$ cat src/rtl/mac_accum.sv
// mac_accum: int8 x int8 multiply-accumulate producer for the requantiser.
// A job loads a bias and a term count. Each accepted act/wgt pair is multiplied
// into a product register, and that product is added to the accumulator on the
// following cycle. The result is then presented with a valid/ready handshake.
// Optional build macro: MAC_ACC_SAT_EN. When it is defined, an overflowing add
// clamps the accumulator to the ACC_W limits. When it is undefined, the
// accumulator wraps.
module mac_accum #(
  parameter int DATA_W = 8,
  parameter int ACC_W  = 32,
  parameter int CNT_W  = 10
) (
  input  logic              clk,
  input  logic              rst,
  input  logic              start,
  input  logic [CNT_W-1:0]  len,
  input  logic [ACC_W-1:0]  bias,
  input  logic              in_valid,
  output logic              in_ready,
  input  logic [DATA_W-1:0] act,
  input  logic [DATA_W-1:0] wgt,
  output logic              acc_valid,
  input  logic              acc_ready,
  output logic [ACC_W-1:0]  acc,
  output logic              busy,
  output logic              ovf
);

  localparam logic [1:0] S_IDLE  = 2'd0;
  localparam logic [1:0] S_ACCUM = 2'd1;
  localparam logic [1:0] S_DRAIN = 2'd2;
  localparam logic [1:0] S_OUT   = 2'd3;

`ifdef MAC_ACC_SAT_EN
  localparam logic [ACC_W-1:0] ACC_MAX = {1'b0, {(ACC_W-1){1'b1}}};
  localparam logic [ACC_W-1:0] ACC_MIN = {1'b1, {(ACC_W-1){1'b0}}};
`endif

  logic [1:0]         state_reg;
  logic [ACC_W-1:0]   acc_reg;
  logic [CNT_W-1:0]   remaining_reg;
  logic [ACC_W-1:0]   prod_q;
  logic               prod_v;
  logic               ovf_reg;

  logic signed [2*DATA_W-1:0] prod_full;
  logic [ACC_W-1:0]           prod_ext;
  logic [ACC_W-1:0]           sum;
  logic                       add_ovf;
  logic [ACC_W-1:0]           acc_add;
  logic                       hs;

  // The full 2*DATA_W product keeps -128*-128 exact. It is then sign-extended to ACC_W.
  assign prod_full = $signed(act) * $signed(wgt);
  assign prod_ext  = {{(ACC_W-2*DATA_W){prod_full[2*DATA_W-1]}}, prod_full};

  // The sum overflows when both operands have the same sign and the result sign differs.
  assign sum     = acc_reg + prod_q;
  assign add_ovf = (acc_reg[ACC_W-1] == prod_q[ACC_W-1]) &&
                   (sum[ACC_W-1] != acc_reg[ACC_W-1]);
`ifdef MAC_ACC_SAT_EN
  assign acc_add = add_ovf ? (acc_reg[ACC_W-1] ? ACC_MIN : ACC_MAX) : sum;
`else
  assign acc_add = sum;
`endif

  assign in_ready  = (state_reg == S_ACCUM);
  assign acc_valid = (state_reg == S_OUT);
  assign busy      = (state_reg != S_IDLE);
  assign acc       = acc_reg;
  assign ovf       = ovf_reg;
  assign hs        = in_valid && in_ready;

  // Job FSM with a one-stage product pipeline feeding the accumulator.
  always_ff @(posedge clk) begin
    if (rst) begin
      state_reg     <= S_IDLE;
      acc_reg       <= '0;
      remaining_reg <= '0;
      prod_q        <= '0;
      prod_v        <= 1'b0;
      ovf_reg       <= 1'b0;
    end else begin
      case (state_reg)
        S_IDLE: begin
          if (start) begin
            acc_reg       <= bias;
            remaining_reg <= len;
            ovf_reg       <= 1'b0;
            prod_v        <= 1'b0;
            state_reg     <= (len == '0) ? S_OUT : S_ACCUM;
          end
        end
        S_ACCUM: begin
          // A product registered on the previous cycle is added exactly once,
          // even if the current cycle is a gap.
          if (prod_v) begin
            acc_reg <= acc_add;
            if (add_ovf) ovf_reg <= 1'b1;
          end
          prod_v <= hs;
          if (hs) begin
            prod_q        <= prod_ext;
            remaining_reg <= remaining_reg - 1'b1;
            if (remaining_reg == CNT_W'(1)) state_reg <= S_DRAIN;
          end
        end
        S_DRAIN: begin
          if (prod_v) begin
            acc_reg <= acc_add;
            if (add_ovf) ovf_reg <= 1'b1;
          end
          prod_v    <= 1'b0;
          state_reg <= S_OUT;
        end
        S_OUT: begin
          if (acc_ready) state_reg <= S_IDLE;
        end
        default: state_reg <= S_IDLE;
      endcase
    end
  end

endmodule

$ cat config.mk
export PLATFORM = sky130hd
export DESIGN_NAME = mac_accum
export DESIGN_NICKNAME = d
export VERILOG_FILES = /design/src/rtl/mac_accum.sv
export SDC_FILE = /design/constraint.sdc
export NUM_CORES = 1
export LEC_CHECK = 0
export CAP_MARGIN = 30
export CORE_MARGIN = 1.5
export CORE_UTILIZATION = 40
export DETAILED_ROUTE_END_ITERATION = 16
export RECOVER_POWER = 50
export SLEW_MARGIN = 20
export SYNTH_ARGS = -nofsm -noshare
export SYNTH_HDL_FRONTEND = slang
export SYNTH_SLANG_ARGS = --single-unit
$ cat constraint.sdc
create_clock -name clk -period 8.6 [get_ports clk]
set_input_delay 0.86 -clock clk [delete_from_list [all_inputs] [get_ports clk]]
set_output_delay 0.86 -clock clk [all_outputs]
set_load 0.03 [all_outputs]
==> results.toml <==
[run_status]
outcome = "finished, violations left"
failed_checks = "max-capacitance violations, max-slew violations"

[synth]
yosys.area_share.simple_pct = 18.6
synth_cell_types = 59
synth.area.top_cells = "dfxtp_1 (18%), fa_1 (16%), ha_1 (12%)"
synthAdderAreaFrac_pct = 28.7
syn_avg_cell_area_um2 = 8.06
synthArstFlopShare_pct = 0
ys_seq_elements = 62
synth-main-ff-cell = "dfxtp_1"
synthMuxAreaShare_pct = 2.05
synth_top_area_share_pct = 18.2
yosys.area.top_type = "dfxtp_1"
synth_top_family_by_area = "adder cells"
syn-cell-area_um2 = 6840
synth_nets = 1034
synth_most_common_cell = "inv_1"
synth_compound_area_share_pct = 20.3
syn-instance-count = 848
synth_edf_count = 0
yosysWarningCount = 0
yosysSeqAreaShare_pct = 18.2
synthXorXnorAreaFrac_pct = 4.61
yosys-top-cells-count = "inv_1 (101), a21oi_1 (84), nand2_1 (77)"

[global_route]
grt_overflow = 0
grt_max_degree = 53
grt_pass1_vias = 5810
antenna_found_initial = 0
grt_use_total_pct = 19.7
grt_pass1_wl_mm = 28.6

[route]
drtAntennaViolNets = 0
drtIter0Drc = 384
dr.pass1.iters = 4
routed_via_density = 5.06
wl_per_cell_um = 14.5
drc = 0
via_count = 5845
wirelength_mm = 16.7

[setup_path]
cp.required_ns = 8.87
crit_chain = "clkdlybuf4s50_1 -> and2_1 -> fa_1 -> inv_1 -> fa_1 -> inv_1 -> fa_1 -> inv_1 -> fa_1 -> inv_1 -> ha_1 -> o21ai_1 -> a21oi_1 -> o21ai_1 -> a21oi_1 -> o21ai_1 -> a21boi_1 -> o21ai_1 -> or4_1 -> nand3_1"
cpMaxStageDelayCell = "clkdlybuf4s50_1"
slowest_delay_ns = 0.55
arrival_ns = 5.64
crit_type = "primary input to flip-flop"
critPathLaunchType = "primary input"
worst-path-buf-inv = 5
path_max_fanout = 8
endpoint_kind = "flip-flop"
cpLargestDelayFamily = "adder cells"

[clock_tree]
postCtsSetupBuffers = 0
cts_buffers = 9
holdBufCountCts = 0
cts_tree = "built"
htree_levels = 3
root_buffer = "clkbuf_16"
cts_sinks = 62
clk_pin_slew_ns = 0.05
ctsResizeCount = 0
clkLatencyLatePin_ns = 0.33
cts.path.max_buffers = 2

[timing]
slew_headroom_pct = -39.5
min_period_over_period_pct = 62.5
fmax_mhz = 186
setup_tns_ns = 0
skew_ns = 0.00903
drv_slew = 39
holdWs_ns = 0.458
worst_slew_pin_slew_ns = 2.09
post-route-min-period_ns = 5.38
grt_setup_unrepaired = "no"
final-setup-viol-count = 0
hold_violations = 0

[die]
die_area_um2 = 17900
initial_core_util_pct = 41.1
core_area_um2 = 16600
die_w_um = 134
io_pins = 99
placementRows = 47
die_height_um = 134

[power]
ir_drop_v = 0.000156
powerDensity_nw_per_um2 = 343
total_power_mw = 2.86
leakagePower_nw = 3.79

[final_layout]
largest_reg_flops = 32
final_nets = 1116
antenna_cells = 0
fillCellCount = 1626
drive_gt1_share_pct = 2.99
syn2layout_area_growth_pct = 21.9

[worst_hold_path]
hold_path.class = "flip-flop to flip-flop"

[placed_design]
dpl.hpwl_mm = 13.1
portBuffers = 98
place.gp.congestion = 0.862

[run]
cap_violations = 1
[stage by stage]
| stage | worst slack [ns] | util (%) | std cells | cell area, µm² |
|---|---|---|---|---|
| finish | 3.22 | 50.1 | 1155 | 8340 |
| global route | 2.90 | 50.1 | 1155 | 8340 |
| CTS | 3.23 | 50.2 | 1155 | 8350 |
| floorplan | 3.72 | - | 848 | 6840 |
| global placement | 2.96 | 48.2 | 1139 | 8010 |
| detailed placement | 2.90 | 48.2 | 1139 | 8010 |
[per-layer routing]
layer	global-route usage (%)	part of all wire, %
met5	0	0
met2	32.1	45
met4	5.01	1.1
met1	27.6	50
met3	2.63	3.8
[placed cells by master, fill, tap and decap left out, types with 3 or more instances in the layout]
| cell type | n |
|---|---|
| o211ai_1 | 4 |
| xnor2_1 | 26 |
| a21oi_1 | 84 |
| clkbuf_8 | 3 |
| ha_1 | 67 |
| or4_1 | 3 |
| or3_1 | 4 |
| fa_1 | 56 |
| nor4b_1 | 4 |
| and2_1 | 40 |
| a21boi_1 | 3 |
| o21ai_1 | 15 |
| a31oi_1 | 9 |
| nor3_1 | 19 |
| a211oi_1 | 22 |
| clkdlybuf4s50_1 | 63 |
| dlygate4sd3_1 | 34 |
| o21a_1 | 5 |
| clkbuf_1 | 4 |
| nand3_1 | 16 |
| mux2i_1 | 14 |
| o21ai_0 | 30 |
| nand4_1 | 5 |
| and3_1 | 6 |
| dfxtp_1 | 62 |
| nand2_1 | 77 |
| clkbuf_16 | 9 |
| a21o_1 | 19 |
| o21bai_1 | 4 |
| nor2b_1 | 8 |
| nor2_1 | 53 |
| inv_1 | 101 |
| nand2b_1 | 9 |
| xor2_1 | 10 |
| a2111oi_0 | 3 |
[final timing paths]
path                            slack, ns         end    startpoint  depth (start not counted)
worst min-delay path                 0.46  prod_q[12]    prod_q[12]                          2
worst max register to register       3.96     acc[29]  state_reg[0]                          7
worst max-delay path                 3.22  prod_q[14]        wgt[4]                         20
worst min register to register       0.46  prod_q[12]    prod_q[12]                          2
[worst reg2reg max path, cell delays in order, from the launching register on]
cell and delay, ns:
dfxtp_1 0.37, inv_1 0.11, ha_1 0.28, clkbuf_1 1.49
mux2i_1 0.45, or2_0 0.97, nor2_1 0.33, a2111oi_0 0.51
[cell type report]
type                            instances  area [µm²]  share of cell area [%]
Sequential cell                        62        1240                    14.9
Inverter                              103         400                    4.80
Clock inverter                          3        65.1                   0.780
Multi-Input combinational cell        651        5080                    61.0
Tap cell                              220         275                    3.30
Timing Repair Buffer                  103        1000                    12.0
Clock buffer                           13         270                    3.24
[power by group]
group / internal, mW / switching (mW) / leakage, nW
clock network: 0.277 / 0.132 / 0.166
registers: 0.407 / 0.114 / 0.509
logic: 0.779 / 1.15 / 3.11
[logic make-up (layout without fill, tap and decap cells)]
family	after synthesis	in the layout
adders and majority gates	123	123
buffers and inverters	135	222
AOI/OAI and AO/OA	221	221
DFF	62	62
muxes	14	14
xor gates and xnor gates	36	36
and+or+nand+nor	257	257
Note: power is estimated with default switching activity, not from simulation.
